### src/rtl/bus_arbiter_rr_pkg.sv
// Shared AZPR bus arbitration types: owner index width, master indices,
// arbiter state encoding and active-low signal levels.
package bus_arbiter_rr_pkg;

    localparam int unsigned BUS_OWNER_W = 2;
    typedef logic [BUS_OWNER_W-1:0] bus_owner_bus_t;

    localparam bus_owner_bus_t BUS_MASTER_0 = 2'd0;
    localparam bus_owner_bus_t BUS_MASTER_1 = 2'd1;
    localparam bus_owner_bus_t BUS_MASTER_2 = 2'd2;
    localparam bus_owner_bus_t BUS_MASTER_3 = 2'd3;

    typedef enum logic {
        BUS_ARB_STATE_IDLE  = 1'b0,
        BUS_ARB_STATE_GRANT = 1'b1
    } bus_arb_state_e;

    localparam logic ENABLE_  = 1'b0;
    localparam logic DISABLE_ = 1'b1;

endpackage

### src/rtl/bus_arb_rr_pick.sv
// Combinational round-robin pick: first active-high requester after owner_i,
// wrapping, with owner_i itself searched last.
module bus_arb_rr_pick
    import bus_arbiter_rr_pkg::*;
(
    input  logic [3:0]     req_i,
    input  bus_owner_bus_t owner_i,
    output bus_owner_bus_t pick_o,
    output logic           valid_o
);

    bus_owner_bus_t idx;

    // Walk from farthest to nearest so the nearest requester is the last write.
    always_comb begin
        pick_o  = owner_i;
        valid_o = 1'b0;
        idx     = owner_i;
        for (int k = 4; k >= 1; k--) begin
            idx = owner_i + bus_owner_bus_t'(k);
            if (req_i[idx]) begin
                pick_o  = idx;
                valid_o = 1'b1;
            end
        end
    end

endmodule

### src/rtl/bus_arbiter_rr.sv
// Round-robin arbiter for the four AZPR bus masters with ownership held until
// release and a bounded-tenure yield request.
module bus_arbiter_rr
    import bus_arbiter_rr_pkg::*;
#(
    parameter int unsigned MAX_TENURE = 16,
    parameter int unsigned TENURE_W   = 8
) (
    input  logic       clk,
    input  logic       reset_,
    input  logic       m0_req_,
    input  logic       m1_req_,
    input  logic       m2_req_,
    input  logic       m3_req_,
    output logic       m0_grnt_,
    output logic       m1_grnt_,
    output logic       m2_grnt_,
    output logic       m3_grnt_,
    output logic       m_yield_,
    output logic [1:0] owner,
    output logic       bus_busy
);

    localparam logic [TENURE_W-1:0] MaxCnt = TENURE_W'(MAX_TENURE);

    bus_arb_state_e      state_q, state_d;
    bus_owner_bus_t      owner_q, owner_d;
    logic [TENURE_W-1:0] cnt_q, cnt_d;
    logic [3:0]          grnt_q, grnt_d;
    logic                yield_q, yield_d;
    logic                busy_q, busy_d;

    logic [3:0]     req;
    logic [3:0]     owner_oh;
    logic           others_wait;
    logic           keep;
    bus_owner_bus_t pick;
    logic           pick_valid;

    assign req         = ~{m3_req_, m2_req_, m1_req_, m0_req_};
    assign owner_oh    = 4'b0001 << owner_q;
    assign others_wait = |(req & ~owner_oh);
    assign keep        = (state_q == BUS_ARB_STATE_GRANT) && req[owner_q];

    bus_arb_rr_pick u_pick (
        .req_i   (req),
        .owner_i (owner_q),
        .pick_o  (pick),
        .valid_o (pick_valid)
    );

    always_comb begin
        state_d = state_q;
        owner_d = owner_q;
        cnt_d   = '0;
        unique case (state_q)
            BUS_ARB_STATE_IDLE: begin
                if (pick_valid) begin
                    state_d = BUS_ARB_STATE_GRANT;
                    owner_d = pick;
                end
            end
            BUS_ARB_STATE_GRANT: begin
                if (keep) begin
                    cnt_d = (cnt_q == MaxCnt) ? cnt_q : cnt_q + 1'b1;
                end else if (pick_valid) begin
                    // Released owner's req_ is high, so pick never returns it here.
                    owner_d = pick;
                end else begin
                    state_d = BUS_ARB_STATE_IDLE;
                end
            end
            default: state_d = BUS_ARB_STATE_IDLE;
        endcase

        grnt_d = {4{DISABLE_}};
        if (state_d == BUS_ARB_STATE_GRANT) begin
            grnt_d[owner_d] = ENABLE_;
        end
        busy_d  = (state_d == BUS_ARB_STATE_GRANT);
        yield_d = (keep && (cnt_d == MaxCnt) && others_wait) ? ENABLE_ : DISABLE_;
    end

    always_ff @(posedge clk) begin
        if (!reset_) begin
            state_q <= BUS_ARB_STATE_IDLE;
            owner_q <= BUS_MASTER_0;
            cnt_q   <= '0;
            grnt_q  <= {4{DISABLE_}};
            yield_q <= DISABLE_;
            busy_q  <= 1'b0;
        end else begin
            state_q <= state_d;
            owner_q <= owner_d;
            cnt_q   <= cnt_d;
            grnt_q  <= grnt_d;
            yield_q <= yield_d;
            busy_q  <= busy_d;
        end
    end

    assign m0_grnt_ = grnt_q[0];
    assign m1_grnt_ = grnt_q[1];
    assign m2_grnt_ = grnt_q[2];
    assign m3_grnt_ = grnt_q[3];
    assign m_yield_ = yield_q;
    assign owner    = owner_q;
    assign bus_busy = busy_q;

endmodule

### config.mk
export PLATFORM = sky130hd
export DESIGN_NAME = bus_arbiter_rr
export DESIGN_NICKNAME = d
export VERILOG_FILES = /design/src/rtl/bus_arbiter_rr_pkg.sv /design/src/rtl/bus_arb_rr_pick.sv /design/src/rtl/bus_arbiter_rr.sv
export SDC_FILE = /design/constraint.sdc
export NUM_CORES = 1
export LEC_CHECK = 0
export ABC_AREA = 1
export CORE_UTILIZATION = 25
export DETAILED_ROUTE_END_ITERATION = 12
export HOLD_SLACK_MARGIN = 0.08
export PLACE_DENSITY_LB_ADDON = 0.08
export SYNTH_ARGS = -nofsm -noshare
export SYNTH_HDL_FRONTEND = slang
export SYNTH_SLANG_ARGS = --single-unit
### constraint.sdc
create_clock -name clk -period 2.4 [get_ports clk]
set_input_delay 0.72 -clock clk [delete_from_list [all_inputs] [get_ports clk]]
set_output_delay 0.72 -clock clk [all_outputs]
set_load 0.03 [all_outputs]
==> summary.txt <==
Place
  • Input/output buffers: 13
  • Dpl cells: 193
  • DP Wirelength: 1.69 mm
  • Placement Cell Area: 0.00113 mm^2
  • Routability Congestion: 0.868

Worst setup path
  • CP Data Required Time: 1.68 ns
  • Worst Setup End Kind: primary output
  • CP Cell Sequence: clkdlybuf4s50_1
  • Worst Reg-to-Reg Cells: 12
  • Crit path launch type: flop
  • Top Family by Delay on Critical Path: buffers and inverters
  • CP bufs+invs: 1
  • Critical path's slowest cell: clkdlybuf4s50_1
  • Worst path arrival time: 1.48 ns
  • RR Startpoint: owner[1]
  • Reg-to-Reg End: grnt_q[2]
  • Crit-path max cell delay: 0.73 ns
  • Crit path max fanout: 7
  • Worst reg2reg setup slack: 0.50 ns
  • Setup CP Type: reg -> out

Logic synthesis
  • Sequential area share after synthesis: 0.346
  • Synth Net Count: 144
  • Ys flop type: dfxtp_1
  • Yosys warns: 0
  • Area leader, netlist: dfxtp_1
  • Yosys reg bits: 16
  • Largest cells by area after synthesis: dfxtp_1, nand2_1, nand3_1
  • Post-synth EDFFs: 0
  • Commonest cells post-synth: nand2_1, nand3_1, dfxtp_1
  • Top-area cell type share of the netlist area: 0.346
  • Avg Cell Area, Syn: 7.01 um^2
  • Top-count cell post-synth: nand2_1
  • Async S/R FF share, synth: 0
  • Synth cell types: 23
  • Cells after Synth: 132
  • Post-synthesis cell area: 926 um^2

Worst hold path
  • Hold Path Sink: cnt_q[7]
  • Hold Path Class: reg -> reg
  • WHS Path Cells: 3
  • HP Start: cnt_q[7]

Routing
  • Detailed Route Iter0 Violations: 24
  • DRC: 0
  • Drt first pass iters: 4
  • Routed vias: 850
  • Routed WL per cell: 10.8 um
  • Final WL: 2.12 mm
  • Post-route ant nets: 0
  • Vias/cell: 4.31

Timing
  • Final setup vio count: 0
  • Worst clock skew: 0.00126 ns
  • Worst relative slew slack: 0.775
  • Highest achievable clock rate: 455 MHz
  • TNS Setup: 0 ns
  • Hold Violations, Final: 0
  • RSZ-0062 raised after global routing: no
  • Slew @ Worst Pin: 0.337 ns
  • Period utilization: 0.916
  • Min Tclk post-route: 2.20 ns
  • Final max-slew violation count: 0

Floorplan
  • Core area: 0.00344 mm^2
  • Die Ht: 62.9 um
  • Die X: 62.9 um
  • Die area: 0.00395 mm^2
  • Ports: 14
  • Starting density of the core: 0.269
  • # rows: 21

Clocking
  • CTS root buf: clkbuf_8
  • Cts hold-fix bufs: 0
  • TritonCTS clock tree: done
  • Clk slew on worst S/H paths: 0.06 ns
  • CTS Buf Count: 3
  • Sink Count: 16
  • Clock latency on the worst-skew pair: 0.25 ns
  • Number of post-CTS setup repair buffers: 0
  • Resized Gates After CTS: 0
  • CTS H-tree lvls: 1
  • Largest buffer count on any clock path: 2

Pwr
  • Logic pwr share: 0.572
  • Clock power frac: 0.171
  • Switching power: 0.639 mW
  • Switching share of power: 0.461
  • Pwr Density: 1170 mW/mm^2
  • Leak: 0.555 nW
  • Cell-internal power: 0.747 mW
  • Max VDD drop: 0.435 mV
  • Seq pwr share: 0.257

Final layout
  • Share of cells above drive strength 1: 0.119
  • Layout Cells excl Fill: 197
  • Register area: 320 um^2
  • Final Cell Area: 0.00118 mm^2
  • Number of diodes: 0
  • # nets final: 164
  • Filler cell count: 373
  • Multi-input logic area: 539 um^2
  • Synth-to-Final Area Change: 27.8%

Global route
  • GRT Util Overall: 0.125
  • Largest net degree at the start of global routing: 10
  • Grt total ovfl: 0
  • Initial antenna violation count: 0
  • Vias in the first global route: 871
  • Global-route wire length before repair: 3.88 mm

Run
  • Maxcap violations: 0

Outcome
  • Status: completed
[metrics by stage]
| step | setup slack (ns) | hold slack [ns] | utilization | power, mW |
|---|---|---|---|---|
| 2_1_floorplan | 0.537 | 0.531 | - | 0.920 |
| 3_3_place_gp | 0.203 | 0.556 | 0.328 | 1.17 |
| 3_5_place_dp | 0.197 | 0.576 | 0.328 | 1.16 |
| 4_1_cts | 0.174 | 0.586 | 0.344 | 1.41 |
| 5_1_grt | 0.139 | 0.631 | 0.344 | 1.53 |
| 6_report | 0.201 | 0.577 | 0.344 | 1.39 |
[cell families (layout without fill, tap and decap cells)]
| kind of cell | after synthesis | count (layout) | synth area share |
|---|---|---|---|
| xor+xnor | 6 | 6 | 0.0568 |
| compound gates | 5 | 5 | 0.0297 |
| simple gates | 82 | 82 | 0.415 |
| buf+inv | 17 | 36 | 0.0716 |
| fa+ha+maj | 6 | 6 | 0.0811 |
| flops | 16 | 16 | 0.346 |
[sequential cells by signal, summed over array words and instances, names as in the netlist]
name      flops
grnt_q        4
cnt_q         8
m_yield_      1
bus_busy      1
owner         2
[cell type report]
class                      instances  share of cell area
clock buffer                       4              0.0465
tap                               46              0.0486
inverter                          17              0.0560
sequential                        16               0.271
timing repair buffer              15               0.123
multi-input combinational         99               0.456
[worst max path at each step]
| stage | from | cells past startpoint | to |
|---|---|---|---|
| after global placement | m3_req_ | 12 | grnt_q[2] |
| after CTS | owner[1] | 1 | owner[1] |
| after floorplan | owner[0] | 12 | grnt_q[0] |
| final | owner[1] | 1 | owner[1] |
| after detailed placement | m3_req_ | 12 | grnt_q[2] |
| after global routing | owner[1] | 1 | owner[1] |
[cell usage in the layout (no fill, tap or decap), types with 2 or more instances in the layout]
cell	instances
buf_4	2
clkbuf_8	4
clkdlybuf4s50_1	13
dfxtp_1	16
ha_1	6
inv_1	14
nand2_1	38
nand2_2	3
nand3_1	18
nand4_2	2
nor2_1	12
nor2_2	2
nor3_1	3
o22ai_1	2
xor2_1	5
[power by group through the flow]
stage	combinational, mW	sequential, mW	clock, mW
after floorplan	0.460	0.461	0
after global placement	0.803	0.362	0
after detailed placement	0.797	0.363	0
after CTS	0.800	0.357	0.250
after global routing	0.906	0.363	0.262
final	0.792	0.356	0.238
[layer usage]
metal / vias to the layer above / wire [um] / global-route usage
li1: 458 / - / -
met4: 0 / 23 / 0.0349
met1: 378 / 1080 / 0.160
met2: 12 / 931 / 0.196
met3: 2 / 83 / 0.0456
met5: - / 0 / 0
Note: power is estimated with default switching activity, not from simulation.
